--- src/rtl/demux_2s.sv ---
// demux_2s: 1-to-4 demultiplexer with a one-entry holding register per channel.
// A word on d is steered to channel s; each channel holds it until its consumer
// takes it via o_ready. in_ready only looks at the selected channel, so a busy
// channel never blocks traffic to the others.
// Optional feature: define DEMUX_CNT_EN to add the 8-bit accepted-word counter cnt.

// One output channel: EMPTY/FULL machine plus its holding register.
module demux_2s_ch #(
   parameter int w = 4
) (
   input  logic         clk,
   input  logic         rst_n,
   input  logic         load,
   input  logic         drain,
   input  logic [w-1:0] d,
   output logic [w-1:0] data,
   output logic         full
);

   typedef enum logic {EMPTY = 1'b0, FULL = 1'b1} state_t;

   state_t state, state_nxt;

   // state register
   always_ff @(posedge clk or negedge rst_n) begin
      if (!rst_n) state <= EMPTY;
      else        state <= state_nxt;
   end

   // next state: a load on the same edge as a drain keeps the channel full
   always_comb begin
      state_nxt = state;
      case (state)
         EMPTY:   if (load) state_nxt = FULL;
         FULL:    if (drain && !load) state_nxt = EMPTY;
         default: state_nxt = EMPTY;
      endcase
   end

   // holding register keeps the last word after a drain; only a load replaces it
   always_ff @(posedge clk or negedge rst_n) begin
      if (!rst_n)    data <= '0;
      else if (load) data <= d;
   end

   assign full = (state == FULL);

endmodule

// Top level: select decode, ready logic and the four channels.
module demux_2s #(
   parameter int w = 4
) (
   input  logic         clk,
   input  logic         rst_n,
   input  logic [w-1:0] d,
   input  logic [1:0]   s,
   input  logic         in_valid,
   output logic         in_ready,
   output logic [w-1:0] o0,
   output logic [w-1:0] o1,
   output logic [w-1:0] o2,
   output logic [w-1:0] o3,
   output logic [3:0]   o_valid,
   input  logic [3:0]   o_ready
`ifdef DEMUX_CNT_EN
   ,
   output logic [7:0]   cnt
`endif
);

   logic [3:0]          full;
   logic [3:0]          load;
   logic [3:0]          drain;
   logic [3:0][w-1:0]   data;
   logic                accept;

   // selected channel can take a word if empty or being drained this edge
   assign in_ready = !full[s] || o_ready[s];
   assign accept   = in_valid && in_ready;
   assign drain    = full & o_ready;
   assign o_valid  = full;

   genvar i;
   generate
      for (i = 0; i < 4; i++) begin : g_ch
         assign load[i] = accept && (s == 2'(i));

         demux_2s_ch #(.w(w)) u_ch (
            .clk   (clk),
            .rst_n (rst_n),
            .load  (load[i]),
            .drain (drain[i]),
            .d     (d),
            .data  (data[i]),
            .full  (full[i])
         );
      end
   endgenerate

   assign o0 = data[0];
   assign o1 = data[1];
   assign o2 = data[2];
   assign o3 = data[3];

`ifdef DEMUX_CNT_EN
   // accepted-word counter, wraps naturally at 8 bits
   always_ff @(posedge clk or negedge rst_n) begin
      if (!rst_n)      cnt <= 8'd0;
      else if (accept) cnt <= cnt + 8'd1;
   end
`endif

endmodule

--- config.mk ---
export PLATFORM = sky130hd
export DESIGN_NAME = demux_2s
export DESIGN_NICKNAME = d
export VERILOG_FILES = /design/src/rtl/demux_2s.sv
export SDC_FILE = /design/constraint.sdc
export NUM_CORES = 1
export LEC_CHECK = 0
export ABC_AREA = 1
export BUFFER_PORTS_ARGS = -buffer_cell sky130_fd_sc_hd__buf_2
export CAP_MARGIN = 40
export CELL_PAD_IN_SITES_DETAIL_PLACEMENT = 1
export CELL_PAD_IN_SITES_GLOBAL_PLACEMENT = 1
export CORE_MARGIN = 10
export CORE_UTILIZATION = 40
export CTS_BUF_LIST = sky130_fd_sc_hd__clkbuf_4
export CTS_CLUSTER_DIAMETER = 40
export DETAILED_ROUTE_END_ITERATION = 8
export PLACE_DENSITY_LB_ADDON = 0.1
export SKIP_CTS_REPAIR_TIMING = 1
export SLEW_MARGIN = 10
export SYNTH_ARGS = -nofsm -noshare
export SYNTH_HDL_FRONTEND = slang
export SYNTH_SLANG_ARGS = --single-unit
--- constraint.sdc ---
create_clock -name clk -period 1.8 [get_ports clk]
set_input_delay 0.18 -clock clk [delete_from_list [all_inputs] [get_ports clk]]
set_output_delay 0.18 -clock clk [all_outputs]
set_load 0.1 [all_outputs]
Word-level counts from Yosys, hierarchy flattened
Cells that the tools add are included.

Magnitude comparators: 1. Eq/ne operators: 3. Multiplexer cells: 16. Bitwise gates (word level): 5. Reduce and logical (&&, ||, !) cells: 16.

Operators with widths (number): two-way mux 1 bit (10); logical AND 1 bit (9); one-hot mux 1 bit (2 select lines) (4); logical NOT 1 bit (5); bitwise AND 4 bit (1); binary-select mux 1 bit (select 2 bit) (2); == test 2 bit (second input constant) (2); NOT 1 bit (4); < comparator 2 x 3 -> 1 bit (second input constant) (1); == test 2 x 1 -> 1 bit (second input constant) (1); logical NOT 2 bit (1); logical OR 1 bit (1).

Register bits: 20. Input port bits: 13. Output and inout port bits: 21. Logic and storage cells: 49.

Logic depth before layout (Yosys ltp)
Depth in word-level cells: 10. Gate-level depth with buffers: 11. Depth with buffers taken out: 9.

By module
From an unflattened synthesis, not the netlist that was laid out.

Cell total of the unflattened synthesis: 122. Area, all modules: 904.6 um2.

Modules (own cells, without submodules): demux_2s_ch (instances 4, cells each 21, area each 185.2 um2, seq. area each 125.1 um2); demux_2s (instances 1, cells each 38, area each 163.9 um2, seq. area each 0.0 um2).

Worst setup path after synthesis
Ideal clock, no wire load.

Path kind: in2reg. Start point: input port s[0]. End point: register g_ch[0].u_ch.data[0]. Library setup time: 67 ps. Arrival: 1220 ps. Data required time: 1733 ps. Slack: 513 ps. Stages on the path: 9. Buffers on the path: 2. Path through: buf_4 > nor2_4 > nand2_1 > nand2_1 > nor2_2 > nand2_2 > buf_4 > nand4_1 > nand2_1.

Cells in the longest elaborated chain, start to end: 6. Elaborated cells on any way between the ends: 9. Those cells by class: mux (4); reduce/logical (5).

Ends and longest elaborated chain: from (decl) (line 57) `input logic [1:0] s,`; binary-select mux 1 bit (select 2 bit) (line 79) `assign in_ready = !full[s] || o_ready[s];`; two-way mux 1 bit (implied by the code) (line 79); logical NOT 1 bit (line 79); logical OR 1 bit (*) (line 79); via in_ready (line 59) `output logic in_ready,`; logical AND 1 bit (*) (line 80) `assign accept = in_valid && in_ready;`; logical AND 1 bit (*) (line 87) `assign load[i] = accept && (s == 2'(i));`; to (signal assigned) (line 42) `if (!rst_n) data <= '0;`; to (signal assigned) (line 43) `else if (load) data <= d;`; to (decl) (line 16) `output logic [w-1:0] data,`.

The timed path passes the listed nets; every way through them passes the cells marked *. The select of a mux whose other input is x is not followed. A chain may end at the register's enable or synchronous reset.

Worst setup path after layout
Start point: register g_ch[1].u_ch.state. End point: output port in_ready.

Cells in the longest elaborated chain, start to end: 4.

Ends and longest elaborated chain: from (decl) (line 22) `state_t state, state_nxt;`; from (signal assigned) (line 27) `else state <= state_nxt;`; binary-select mux 1 bit (select 2 bit) (line 79); two-way mux 1 bit (implied by the code) (line 79); logical NOT 1 bit (line 79); logical OR 1 bit (line 79); to (decl) (line 59).

Every way passes these cells. The select of a mux whose other input is x is not followed.

==> impl_metrics.yaml <==
sta:
  final_max_slew_viol_count: 0
  min_period_ns: 1.72
  timing.slew.headroom: 0.673
  setup_viol_count_final: 0
  setup_total_negative_slack_ns: 0
  clock-skew-final_ns: 0.00532
  hold_viol_final: 0
  finalCritPeriodShare: 0.956
  fin_ws_ns: 0.0798
  achievable_frequency_mhz: 581
  worst-slew-pin-transition_ns: 0.493
power_and_ir_drop:
  switching_part_of_the_total_power: 0.564
  intPower_w: 0.000732
  net-switching-power_w: 0.000948
  combinationalPowerShare: 0.531
  cellPowerDensity_nw_per_um2: 1410
  totalPowerFinal_w: 0.00168
  seqPwrFrac: 0.340
  p_leak_nw: 0.665
  max-vdd-ir-drop_mv: 0.727
  pwr-share-clk: 0.129
critical_path:
  category_of_the_worst_setup_path_capture_point: "primary output"
  crit_fanout: 8
  worst_path_max_delay_cell: "sky130_fd_sc_hd__dfrtp_1"
  cp_common_cell: "sky130_fd_sc_hd__nand2_1"
  setup.worst_path.start_class: "register"
  worstSetupPathType: "register to primary output"
  r2r_slack_ns: 0.44
  timing.critical_path.arrival_ns: 1.54
  rr_worst_depth: 8
  path_cells: "nand2_1, nand2_1, nand2_1, nand2_1, nand2_4, buf_4, buf_12"
  critical_path.max_stage_delay_ns: 0.42
  crit_required_ns: 1.62
job:
  drv_cap: 0
grt:
  grt_start_max_net_pins: 21
  grtUsageTotal: 0.114
  via_count_of_the_first_global_routing_pass: 984
  gr-total-overflow: 0
  first_pass_grt_wire_length_um: 4710
  antenna_found_initial: 0
yosys:
  netlist.top_cell.by_area: "sky130_fd_sc_hd__dfrtp_1"
  synthTopCellsByCount: "sky130_fd_sc_hd__nand2_1 (45), sky130_fd_sc_hd__dfrtp_1 (20), sky130_fd_sc_hd__nand4_1 (16), sky130_fd_sc_hd__buf_4 (6), sky130_fd_sc_hd__inv_1 (6)"
  synthMuxAreaShare: 0
  netlist.area_leader.share: 0.508
  syn-instance-count: 113
  yosysWarningCount: 0
  synthAdderAreaFrac: 0
  synth_xor_area_frac: 0
  synth_seq_cells: 20
  synthesis.nets: 126
  asyncSetResetFlopFracSynth: 1.00
  synth-main-ff-cell: "sky130_fd_sc_hd__dfrtp_1"
  synth_top_family_by_area: "simple AND/OR/NAND/NOR gates"
  synth-compound-area-share: 0.0203
  yosys-top-cells-area: "sky130_fd_sc_hd__dfrtp_1 (51%), sky130_fd_sc_hd__nand2_1 (17%), sky130_fd_sc_hd__nand4_1 (10%)"
  yosys.cell_count.top_type: "sky130_fd_sc_hd__nand2_1"
  synth-edff-count: 0
  post_synth_instance_area_sq_um: 985
  average_cell_area_after_synthesis_sq_um: 8.71
  sequential_to_total_area_share_from_yosys_stat: 0.508
  ys_types: 16
  yosys.area_share.simple: 0.379
place:
  dpl.cell_count: 167
  buffer_ports.inserted: 33
  dpl.hpwl_um: 2230
  preCtsSetupSlack_ns: 0.294
  finalWeightedCongestion: 0.759
finish:
  filler_cell_count: 304
  synthToLayoutAreaGrowth_pct: 21.0
  num_antenna_cells: 0
  finalNonFillerCells: 172
  drive_above_1_share: 0.313
  layout.core_utilization: 0.523
  design.final.nets: 158
drt:
  drt_pre_antenna_iters: 4
  initial_drt_markers: 27
  via_count: 902
  post_route_ant_nets: 0
  routed_via_density: 5.24
  detail_route.drc_violations: 0
  routedWlPerCell_um: 16.3
  totalWireLength_um: 2800
worst_hold_path:
  holdPathStages: 2
  hold_class: "primary input to register"
clock_tree:
  number_of_clock_sinks: 20
  count_of_h_tree_levels_built_during_cts: 1
  clock_tree_from_tritoncts: "yes"
  clk-insertion-delay-late_ns: 0.30
  cts_inserted_buffers: 3
  clock_tree.buffer_depth: 2
  clock_tree.root_cell: "sky130_fd_sc_hd__clkbuf_4"
  cts.clk_slew.worst_paths_ns: 0.11
outcome:
  status: "finished clean"
floorplan:
  chipHeight_um: 69.6
  dieWidth_um: 69.6
  core-area_sq_um: 2280
  die-area_sq_um: 4850
  initial_cell_density_of_the_core: 0.433
  row_count: 17
  ios: 34
==> metal layers <==
layer,GRT usage,share of wire,vias to the layer above
met3,0.0399,0.065,2
met1,0.129,0.44,445
met4,0.0348,0.0032,0
li1,-,-,432
met2,0.197,0.50,23
met5,0,0,-
==> flip-flops by register name, indices dropped and copies added, names as in the netlist <==
name / flops
g_ch.u_ch.full: 4
g_ch.u_ch.data: 16
==> critical path, delay by kind of cell (launching register included) <==
family / cells / cell delay (ns)
buf+inv: 2 / 0.36
simple gates: 5 / 0.46
flops: 1 / 0.42
==> area by class of cell <==
class                           instances  area (sq um)  share of cell area
Inverter                                7          26.3              0.0221
Timing Repair Buffer                   36           205               0.172
Sequential cell                        20           500               0.420
Tap cell                               28          35.0              0.0294
Clock inverter                          1          3.75             0.00315
Multi-Input combinational cell         77           398               0.334
Clock buffer                            3          22.5              0.0189
==> power groups by stage <==
stage / combinational, W / clock (W) / sequential, W
3_5_place_dp: 0.000895 / 0 / 0.000580
3_3_place_gp: 0.000884 / 0 / 0.000575
4_1_cts: 0.000895 / 0.000224 / 0.000572
6_report: 0.000892 / 0.000217 / 0.000570
2_1_floorplan: 0.000208 / 0 / 0.00111
5_1_grt: 0.000932 / 0.000248 / 0.000585
==> cell usage in the layout, fill, tap and decap left out, drive strengths merged <==
cell,Yosys,final
dlygate4sd3,0,1
nand4,16,16
buf,8,35
nand3,7,7
nor2,4,4
clkinv,0,1
nand2,46,46
dfrtp,20,20
clkbuf,1,3
inv,7,7
o21ai,4,4
==> path summary, 6_finish.rpt <==
kind                                      startpoint                   end
worst max-delay path               g_ch[1].u_ch.full              in_ready
worst min-delay path                      o_ready[1]     g_ch[1].u_ch.full
worst max register to register     g_ch[1].u_ch.full  g_ch[3].u_ch.data[3]
worst min register to register  g_ch[1].u_ch.data[0]  g_ch[1].u_ch.data[0]
max in group asynchronous                      rst_n     g_ch[0].u_ch.full
min in group asynchronous                      rst_n  g_ch[2].u_ch.data[2]
==> stage by stage <==
step                hold WS (ns)  area [sq um]
floorplan                 -0.116           985
global placement           0.146          1150
detailed placement         0.155          1150
CTS                       -0.181          1180
global route              0.0756          1190
finish                    0.0816          1190
==> logic make-up (layout without fill, tap and decap cells) <==
logic type             after synthesis  in the layout
DFF                                 20             20
AOI/OAI and AO/OA                    4              4
and+or+nand+nor                     73             73
buffers and inverters               16             47
Power figures use the tool's default switching activity.
